**src/rtl/onchip_mem_byte_loader_pkg.sv**
```systemverilog
// Shared types and constants for the on-chip RAM byte loader.
// Optional read-back verification is enabled by LOADER_READBACK_EN.
package onchip_mem_byte_loader_pkg;

    localparam int DATA_W         = 32;
    localparam int BYTES_PER_WORD = 4;
    localparam int LANE_W         = $clog2(BYTES_PER_WORD);

    typedef enum logic [2:0] {
        S_IDLE,
        S_COLLECT,
        S_WRITE,
        S_RD_ADDR,
        S_RD_CMP,
        S_DONE
    } state_t;

    function automatic logic [DATA_W-1:0] lane_mask(
        input logic [BYTES_PER_WORD-1:0] be
    );
        logic [DATA_W-1:0] m;
        m = '0;
        for (int i = 0; i < BYTES_PER_WORD; i++) begin
            m[8*i +: 8] = {8{be[i]}};
        end
        return m;
    endfunction

endpackage

```
**src/rtl/onchip_mem_byte_loader_packer.sv**
```systemverilog
// Little-endian byte-to-word packer: tracks the lane, accumulates
// writedata/byteenable and flags when a word is ready to write.
module onchip_mem_byte_packer
    import onchip_mem_byte_loader_pkg::*;
(
    input  logic                      clk,
    input  logic                      reset_n,
    input  logic                      clear,
    input  logic                      accept,
    input  logic [7:0]                in_data,
    input  logic                      in_last,
    output logic [DATA_W-1:0]         writedata,
    output logic [BYTES_PER_WORD-1:0] byteenable,
    output logic                      word_ready
);

    logic [LANE_W-1:0] lane;

    localparam logic [LANE_W-1:0] TOP_LANE = LANE_W'(BYTES_PER_WORD - 1);

    assign word_ready = accept && (lane == TOP_LANE || in_last);

    // Data is zeroed on clear so a short final word has 0 in unused lanes.
    always_ff @(posedge clk or negedge reset_n) begin
        if (!reset_n) begin
            lane       <= '0;
            writedata  <= '0;
            byteenable <= '0;
        end else if (clear) begin
            lane       <= '0;
            writedata  <= '0;
            byteenable <= '0;
        end else if (accept) begin
            writedata[8*int'(lane) +: 8] <= in_data;
            byteenable[lane]             <= 1'b1;
            lane                         <= lane + LANE_W'(1);
        end
    end

endmodule

```
**src/rtl/onchip_mem_byte_loader.sv**
```systemverilog
// Avalon-MM byte-stream loader into a 32-bit on-chip RAM.
// Define LOADER_READBACK_EN to add a read-back check after every write.
module onchip_mem_byte_loader
    import onchip_mem_byte_loader_pkg::*;
#(
    parameter int ADDR_W = 14,
    parameter int DEPTH  = 10000
) (
    input  logic                      clk,
    input  logic                      reset_n,
    input  logic                      start,
    input  logic [ADDR_W-1:0]         base_addr,
    output logic                      busy,
    output logic                      done,
    output logic                      err_overflow,
    output logic                      err_verify,
    output logic [ADDR_W:0]           words_written,
    input  logic                      in_valid,
    input  logic [7:0]                in_data,
    input  logic                      in_last,
    output logic                      in_ready,
    output logic [ADDR_W-1:0]         address,
    output logic [BYTES_PER_WORD-1:0] byteenable,
    output logic                      chipselect,
    output logic                      write,
    output logic [DATA_W-1:0]         writedata,
    input  logic [DATA_W-1:0]         readdata,
    output logic                      clken
);

    localparam logic [ADDR_W-1:0] LAST_ADDR = ADDR_W'(DEPTH - 1);

    state_t state, state_n;

    logic [ADDR_W-1:0] addr;
    logic              last_seen;
    logic              base_bad;
    logic              load;
    logic              pk_clear;
    logic              accept;
    logic              word_ready;
    logic              word_end;
    logic              inc_addr;
    logic              set_ovf;
    logic              set_ver;

    assign base_bad = int'(base_addr) >= DEPTH;

    onchip_mem_byte_packer u_packer (
        .clk        (clk),
        .reset_n    (reset_n),
        .clear      (pk_clear),
        .accept     (accept),
        .in_data    (in_data),
        .in_last    (in_last),
        .writedata  (writedata),
        .byteenable (byteenable),
        .word_ready (word_ready)
    );

    always_ff @(posedge clk or negedge reset_n) begin
        if (!reset_n) state <= S_IDLE;
        else          state <= state_n;
    end

    always_comb begin
        state_n  = state;
        load     = 1'b0;
        pk_clear = 1'b0;
        accept   = 1'b0;
        word_end = 1'b0;
        inc_addr = 1'b0;
        set_ovf  = 1'b0;
        set_ver  = 1'b0;
        case (state)
            S_IDLE: begin
                if (start) begin
                    load     = 1'b1;
                    pk_clear = 1'b1;
                    state_n  = base_bad ? S_DONE : S_COLLECT;
                end
            end
            S_COLLECT: begin
                accept = in_valid;
                if (word_ready) state_n = S_WRITE;
            end
`ifdef LOADER_READBACK_EN
            S_WRITE:   state_n = S_RD_ADDR;
            S_RD_ADDR: state_n = S_RD_CMP;
            S_RD_CMP: begin
                word_end = 1'b1;
                set_ver  = ((readdata ^ writedata)
                            & lane_mask(byteenable)) != '0;
            end
`else
            S_WRITE:   word_end = 1'b1;
`endif
            S_DONE:    state_n = S_IDLE;
            default:   state_n = S_IDLE;
        endcase
        // A finished word either ends the load or advances to the next address.
        if (word_end) begin
            if (last_seen) begin
                state_n = S_DONE;
            end else if (addr == LAST_ADDR) begin
                set_ovf = 1'b1;
                state_n = S_DONE;
            end else begin
                inc_addr = 1'b1;
                pk_clear = 1'b1;
                state_n  = S_COLLECT;
            end
        end
    end

    always_ff @(posedge clk or negedge reset_n) begin
        if (!reset_n) begin
            addr          <= '0;
            words_written <= '0;
            err_overflow  <= 1'b0;
            last_seen     <= 1'b0;
        end else if (load) begin
            addr          <= base_addr;
            words_written <= '0;
            err_overflow  <= base_bad;
            last_seen     <= 1'b0;
        end else begin
            if (inc_addr) addr <= addr + ADDR_W'(1);
            if (set_ovf) err_overflow <= 1'b1;
            if (state == S_WRITE)
                words_written <= words_written + (ADDR_W+1)'(1);
            if (accept && in_last) last_seen <= 1'b1;
        end
    end

`ifdef LOADER_READBACK_EN
    always_ff @(posedge clk or negedge reset_n) begin
        if (!reset_n)     err_verify <= 1'b0;
        else if (load)    err_verify <= 1'b0;
        else if (set_ver) err_verify <= 1'b1;
    end
`else
    logic readdata_unused;
    assign readdata_unused = ^readdata;
    assign err_verify      = 1'b0;
`endif

    assign busy       = state != S_IDLE;
    assign done       = state == S_DONE;
    assign in_ready   = state == S_COLLECT;
    assign address    = addr;
    assign write      = state == S_WRITE;
    assign chipselect = state == S_WRITE || state == S_RD_ADDR;
    assign clken      = 1'b1;

endmodule

```
**config.mk**
```make
export PLATFORM = sky130hd
export DESIGN_NAME = onchip_mem_byte_loader
export DESIGN_NICKNAME = d
export VERILOG_FILES = /design/src/rtl/onchip_mem_byte_loader_pkg.sv /design/src/rtl/onchip_mem_byte_loader_packer.sv /design/src/rtl/onchip_mem_byte_loader.sv
export SDC_FILE = /design/constraint.sdc
export NUM_CORES = 1
export LEC_CHECK = 0
export BUFFER_PORTS_ARGS = -buffer_cell sky130_fd_sc_hd__buf_2
export CAP_MARGIN = 40
export CORE_MARGIN = 2
export CORE_UTILIZATION = 53
export CTS_CLUSTER_DIAMETER = 200
export DETAILED_ROUTE_END_ITERATION = 6
export GPL_TIMING_DRIVEN = 0
export HOLD_SLACK_MARGIN = 0.15
export PLACE_DENSITY = 0.85
export SLEW_MARGIN = 5
export SYNTH_ARGS = -nofsm -noshare
export SYNTH_HDL_FRONTEND = slang
export SYNTH_HIERARCHICAL = 1
export SYNTH_SLANG_ARGS = --single-unit
export TNS_END_PERCENT = 20
```
**constraint.sdc**
```tcl
create_clock -name clk -period 6.8 [get_ports clk]
set_clock_uncertainty 0.15 [all_clocks]
set_input_delay 0.34 -clock clk [delete_from_list [all_inputs] [get_ports clk]]
set_output_delay 0.34 -clock clk [all_outputs]
set_load 0.02 [all_outputs]
```
# --- After elaboration in Yosys (flattened, before gate mapping) ---
# Index checks and enable logic that the tools add are counted.
totals:
  output_inout_bits: 73
  wordCells: 77
  register_bits: 72
  in_bits: 59
classes:
  order_cmp: 3
  shift: 2
  mux: 37
  bitwise_logic: 1
  n_eq_ne: 9
  reduce_logical: 13
  add_sub_neg: 4
ops:
  columns: ["op", "n"]
  rows:
  - ["$mux 32", 2]
  - ["$neg 5->33", 1]
  - ["$shift 8x33->32 const A", 1]
  - ["$shiftx 8x33->32", 1]
  - ["$bwmux 32", 1]
  - ["$mux 15", 2]
  - ["$mux 14", 2]
  - ["$mux 1", 18]
  - ["$mux 3", 6]
  - ["$add 15x1->15 const B", 1]
  - ["$add 14x1->14 const B", 1]
  - ["$eq 14x14->1 const B", 1]
  - ["$ge 14x14->1 const B", 1]
  - ["$reduce_bool 2->1", 5]
  - ["$pmux 3 s3", 1]
  - ["$mux 4", 2]
  - ["$eq 3x2->1 const B", 2]
  - ["$mux 2", 2]
  - ["$or 4x4->4", 1]
  - ["$eq 3x1->1 const B", 1]
  - ["$eq 3x3->1 const B", 1]
  - ["$logic_and 1x1->1", 3]
  - ["$logic_not 3->1", 1]
  - ["$lt 2x3->1 const B", 1]
  - ["other kinds (10)", 11]

# --- Longest topological paths before layout ---
logic_depth:
  ltp_word: 7
  depth_mapped: 9
  mapped_depth_nobuf: 7

# --- By module ---
# The synthesis kept the hierarchy.
modules_own_cells:
  columns: ["mod", "instances", "cells_each", "area_per_inst_um2", "seq_area_each_um2"]
  rows:
  - ["onchip_mem_byte_loader", 1, 214, 1914.3, 850.8]
  - ["onchip_mem_byte_packer", 1, 121, 1636.6, 950.9]

# --- Least setup slack after synthesis ---
# No wires, ideal clock.
synth_timing:
  kind: "register -> register"
  start: "register addr[6], in the netlist address[6]"
  end: "register u_packer.writedata[10]"
  required_time_ps: 6581
  n_path_buf: 1
  t_arrival_ps: 2670
  path_slack_ps: 3911
  path_stages_with_launch: 8
  setup_ps: 69
  period_less_slack_ps: 2889
  path_cell_list: "dfrtp_1 -> or4_4 -> or4_4 -> a21oi_4 -> inv_1 -> buf_4 -> a21oi_1 -> a32o_1"
synth_via:
  elab_chain_cells: 5
  word_cells_on_any_way: 6
  classes_between: "1 x eq/ne; 4 x mux; 1 x reduce/logical"
synth_rtl:
  columns: ["item", "line_no", "rtl"]
  rows:
  - ["start, declared", "onchip_mem_byte_loader.sv:35", "logic [ADDR_W-1:0] addr;"]
  - ["start signal, assigned", "onchip_mem_byte_loader.sv:123", "addr <= base_addr;"]
  - ["start signal, assigned", "onchip_mem_byte_loader.sv:128", "if (inc_addr) addr <= addr + ADDR_W'(1);"]
  - ["$eq 14x14->1 *", "onchip_mem_byte_loader.sv:105", "end else if (addr == LAST_ADDR) begin"]
  - ["$mux 1 *", "onchip_mem_byte_loader.sv:105", null]
  - ["$mux 1 *", "onchip_mem_byte_loader.sv:103", "if (last_seen) begin"]
  - ["$mux 1 *", "onchip_mem_byte_loader.sv:102", "if (word_end) begin"]
  - ["named net pk_clear", "onchip_mem_byte_loader.sv:39", "logic pk_clear;"]
  - ["$mux 32 or $reduce_bool 2->1 (tied branches)", null, null]
  - ["end signal, assigned by index", "onchip_mem_byte_loader_packer.sv:34", "writedata[8*int'(lane) +: 8] <= in_data;"]
  - ["end, declared", "onchip_mem_byte_loader_packer.sv:12", "output logic [DATA_W-1:0] writedata,"]
# Mark *: on every way through the listed nets, which the timed path passes. The rest lies on a longest branch.
# A chain may end at the register's enable or synchronous reset.

# --- Final worst setup path ---
layout_timing:
  start: "register addr[6], in the netlist address[6]"
  end: "register u_packer.writedata[11]"
# Same word-level chain as after synthesis.

==> flow_metrics.tcl <==
set metrics [dict create \
    top_cell_type_s_share_of_synthesized_area_pct 50.7 \
    setup_repair_after_global_routing_missed_its_margin "no" \
    regToRegStartpoint "address[6]$_DFFE_PN0P_" \
    die_w_microns 85.9 \
    drc 7 \
    worstHoldPathType "input pin to flop" \
    synth_edf_count 0 \
    report.final.hold_viol_count 0 \
    design.die.area_sq_um 7370 \
    netlist-cell-type-count 56 \
    slew_headroom_pct 55.6 \
    failed_checks "DRC" \
    fin_crit_ns 3.29 \
    critPathRequiredTime_ns 6.92 \
    placement.cell_area_sq_um 4160 \
    cts.htree.levels 3 \
    layout_common_cells "sky130_fd_sc_hd__buf_2, sky130_fd_sc_hd__dfrtp_1, sky130_fd_sc_hd__nand2_1, sky130_fd_sc_hd__a32o_1, sky130_fd_sc_hd__nand3_1" \
    r2r_setup_slack_ns 3.51 \
    synth_cells 335 \
    final_min_period_over_clock_period_pct 48.4 \
    cts.sink_count 72 \
    mean_routed_wirelength_per_cell_microns 16.6 \
    synth.ff_latch_count 72 \
    grt_pass1_vias 3132 \
    totalPowerFinal_mw 1.63 \
    cts_inserted_buffers 9 \
    netlist.top_cell.by_area "sky130_fd_sc_hd__dfrtp_1" \
    leading_post_synthesis_cells_by_cell_area "sky130_fd_sc_hd__dfrtp_1, sky130_fd_sc_hd__a32o_1, sky130_fd_sc_hd__ha_1" \
    timing_worst_slew_pin_value_ns 0.667 \
    ctsRootBufferMaster "sky130_fd_sc_hd__clkbuf_8" \
    worstHoldPathCells 3 \
    final_cells 548 \
    timing.fmax_mhz 304 \
    detailed_place_hpwl_microns 6420 \
    gp_congestion 0.902 \
    core.rowCount 29 \
    leakage_nw 2.30 \
    cts.clk_slew.worst_paths_ns 0.08 \
    clk-insertion-delay-late_ns 0.34 \
    initial_core_util_pct 55.3 \
    slowest_delay_ns 0.59 \
    global_route.usage.total_pct 25.2 \
    rr_worst_depth 7 \
    synth_area_sq_um 3550 \
    startpoint_type "flop" \
    synthToLayoutAreaGrowth_pct 29.4 \
    diodes_inserted 0 \
    rr_endpoint "u_packer/writedata[11]$_DFFE_PN0P_" \
    finalMaxSlewViolations 0 \
    met2_usage_grt_pct 44.8 \
    peakVddDrop_mv 0.200 \
    setup.worst_path.end_class "flop" \
    met1_usage_pct 30.4 \
    pwr_density_nw_per_um2 355 \
    syn_avg_cell_area_sq_um 10.6 \
    grt_start_max_net_pins 60 \
    synth-async-reset-ratio_pct 100 \
    timing.max_cap.violations 0 \
    drc_marker_count_from_the_first_detailed_route_iteration 213 \
    synth_ff_type "sky130_fd_sc_hd__dfrtp_1" \
    busiest_layer "met2" \
    final_cell_area_sq_um 4590 \
    core_area_sq_um 6420 \
    place_inst 510 \
    hold_path_startpoint "base_addr[13]" \
    worst_path_max_delay_cell "sky130_fd_sc_hd__or4_4" \
    post_cts.repair.setup_buffers 0 \
    globalRouteOverflowTotal 0 \
    die_h_microns 85.9 \
    routed-via-count 3248 \
    groute.layer.met3.usage_pct 5.29 \
    outcome "finished, violations left" \
    routed_wl_microns 9120 \
    finish.net_count 535 \
    setup-tns-final_ns 0 \
    initial_antenna_violation_count 0 \
    path_cells "or4_4 > or4_4 > a21oi_4 > inv_1 > buf_4 > a21oi_1 > a32o_1" \
    numPortBuffers 97 \
    layout.cells.most_common "sky130_fd_sc_hd__buf_2" \
    synth_nets 404 \
    viasPerCell 5.93 \
    critPathMostFrequentCell "sky130_fd_sc_hd__or4_4" \
    route.antenna.remaining_nets 0 \
    synth.yosys.warnings 6 \
    synth.yosys.seq_area_share_pct 50.7 \
    hold_path_end "err_overflow$_DFFE_PN0P_" \
    path_class "flop to flop" \
    clock_tree.buffer_depth 2 \
    drive_above_1_share_pct 29.5 \
    tritoncts_clock_tree "done" \
    boundaryPins 132 \
    finalSetupViolations 0 \
    critical_path_peak_fanout 10 \
    holdWs_ns 0.179 \
    critical_path_arrival_ns 3.41 \
    firstDrtPassIters 7 \
    critPathLaunch "address[6]$_DFFE_PN0P_" \
    grt_pass1_wl_microns 14600 \
]
[where the power goes]
group,total [mW],leakage [nW],switching [mW],internal [mW]
logic,0.643,1.23,0.413,0.229
clock network,0.355,0.108,0.171,0.185
registers,0.634,0.962,0.109,0.525
[registers in the layout (all words and copies together) (netlist names)]
| signal | flops |
|---|---|
| err_overflow | 1 |
| u_packer/byteenable | 4 |
| u_packer/writedata | 32 |
| last_seen | 1 |
| u_packer/lane | 2 |
| address | 14 |
| state | 3 |
| words_written | 15 |
[metrics by stage]
| stage | worst slack, ns | util [%] |
|---|---|---|
| after detailed placement | 3.60 | 64.8 |
| final | 3.51 | 71.5 |
| after global placement | 3.67 | 64.3 |
| after global routing | 3.42 | 71.5 |
| after CTS | 3.58 | 71.5 |
| after floorplan | 3.91 | - |
[Yosys cell counts (all sizes together), types with 2 or more instances]
library cell,n
a211oi,2
a21o,2
a21oi,18
a221o,2
a31oi,2
a32o,32
and2,6
and3,10
and4,2
buf,11
clkbuf,6
conb,2
dfrtp,72
ha,10
inv,8
mux2i,7
nand2,32
nand3,23
nand4,3
nor2,20
nor2b,10
nor3,6
nor3b,2
nor4,2
o21ai,18
o311ai,2
o31a,2
or4,2
xnor2,3
xor2,3
[final cells by class]
type                            instances  area (sq um)
Tap cell                               77          96.3
Multi-Input combinational cell        237          1620
Inverter                                9          33.8
Clock inverter                          6          73.8
Timing Repair Buffer                  120           736
Clock buffer                           10           138
Fill cell                             453          1830
Buffer                                 17           100
Sequential cell                        72          1800
[worst max-delay path: cells and delay by family (launching register included)]
| family | cells | cell delay (ns) |
|---|---|---|
| buf+inv | 2 | 0.35 |
| compound gates | 3 | 1.05 |
| flops | 1 | 0.48 |
| simple gates | 2 | 1.17 |
[what timing repair did]
action	CTS	global route
hold buffers	22	0
resized for setup	0	0
endpoints found under the hold margin	100	0
endpoints found under the setup margin	0	0
[layer usage]
metal  vias to the layer above  wire length (microns)
met5                         -                      0
met4                         0                    139
met3                        16                    584
met2                       129                   4640
met1                      1589                   3760
li1                       1514                      -
[cells by family (layout without fill, tap and decap cells)]
logic type      after synthesis  after routing  synth area share, %
mux                           7              7                 1.97
xor+xnor                      6              6                 1.48
flops                        72             72                 50.7
simple gates                127            127                 19.7
compound gates               85             85                 18.6
fa+ha+maj                    10             10                 3.52
buf+inv                      26            162                 3.77
other cells                   2              2                0.211
[worst max path at each step]
| stage | end | slack, ns | cells past startpoint |
|---|---|---|---|
| 2_1_floorplan | u_packer/writedata[10]$_DFFE_PN0P_ | 3.91 | 7 |
| 3_3_place_gp | u_packer/writedata[14]$_DFFE_PN0P_ | 3.67 | 7 |
| 3_5_place_dp | u_packer/writedata[12]$_DFFE_PN0P_ | 3.60 | 7 |
| 4_1_cts | u_packer/writedata[11]$_DFFE_PN0P_ | 3.58 | 7 |
| 5_1_grt | u_packer/writedata[11]$_DFFE_PN0P_ | 3.42 | 7 |
| 6_report | u_packer/writedata[11]$_DFFE_PN0P_ | 3.51 | 7 |
(Power assumes the default switching activity.)
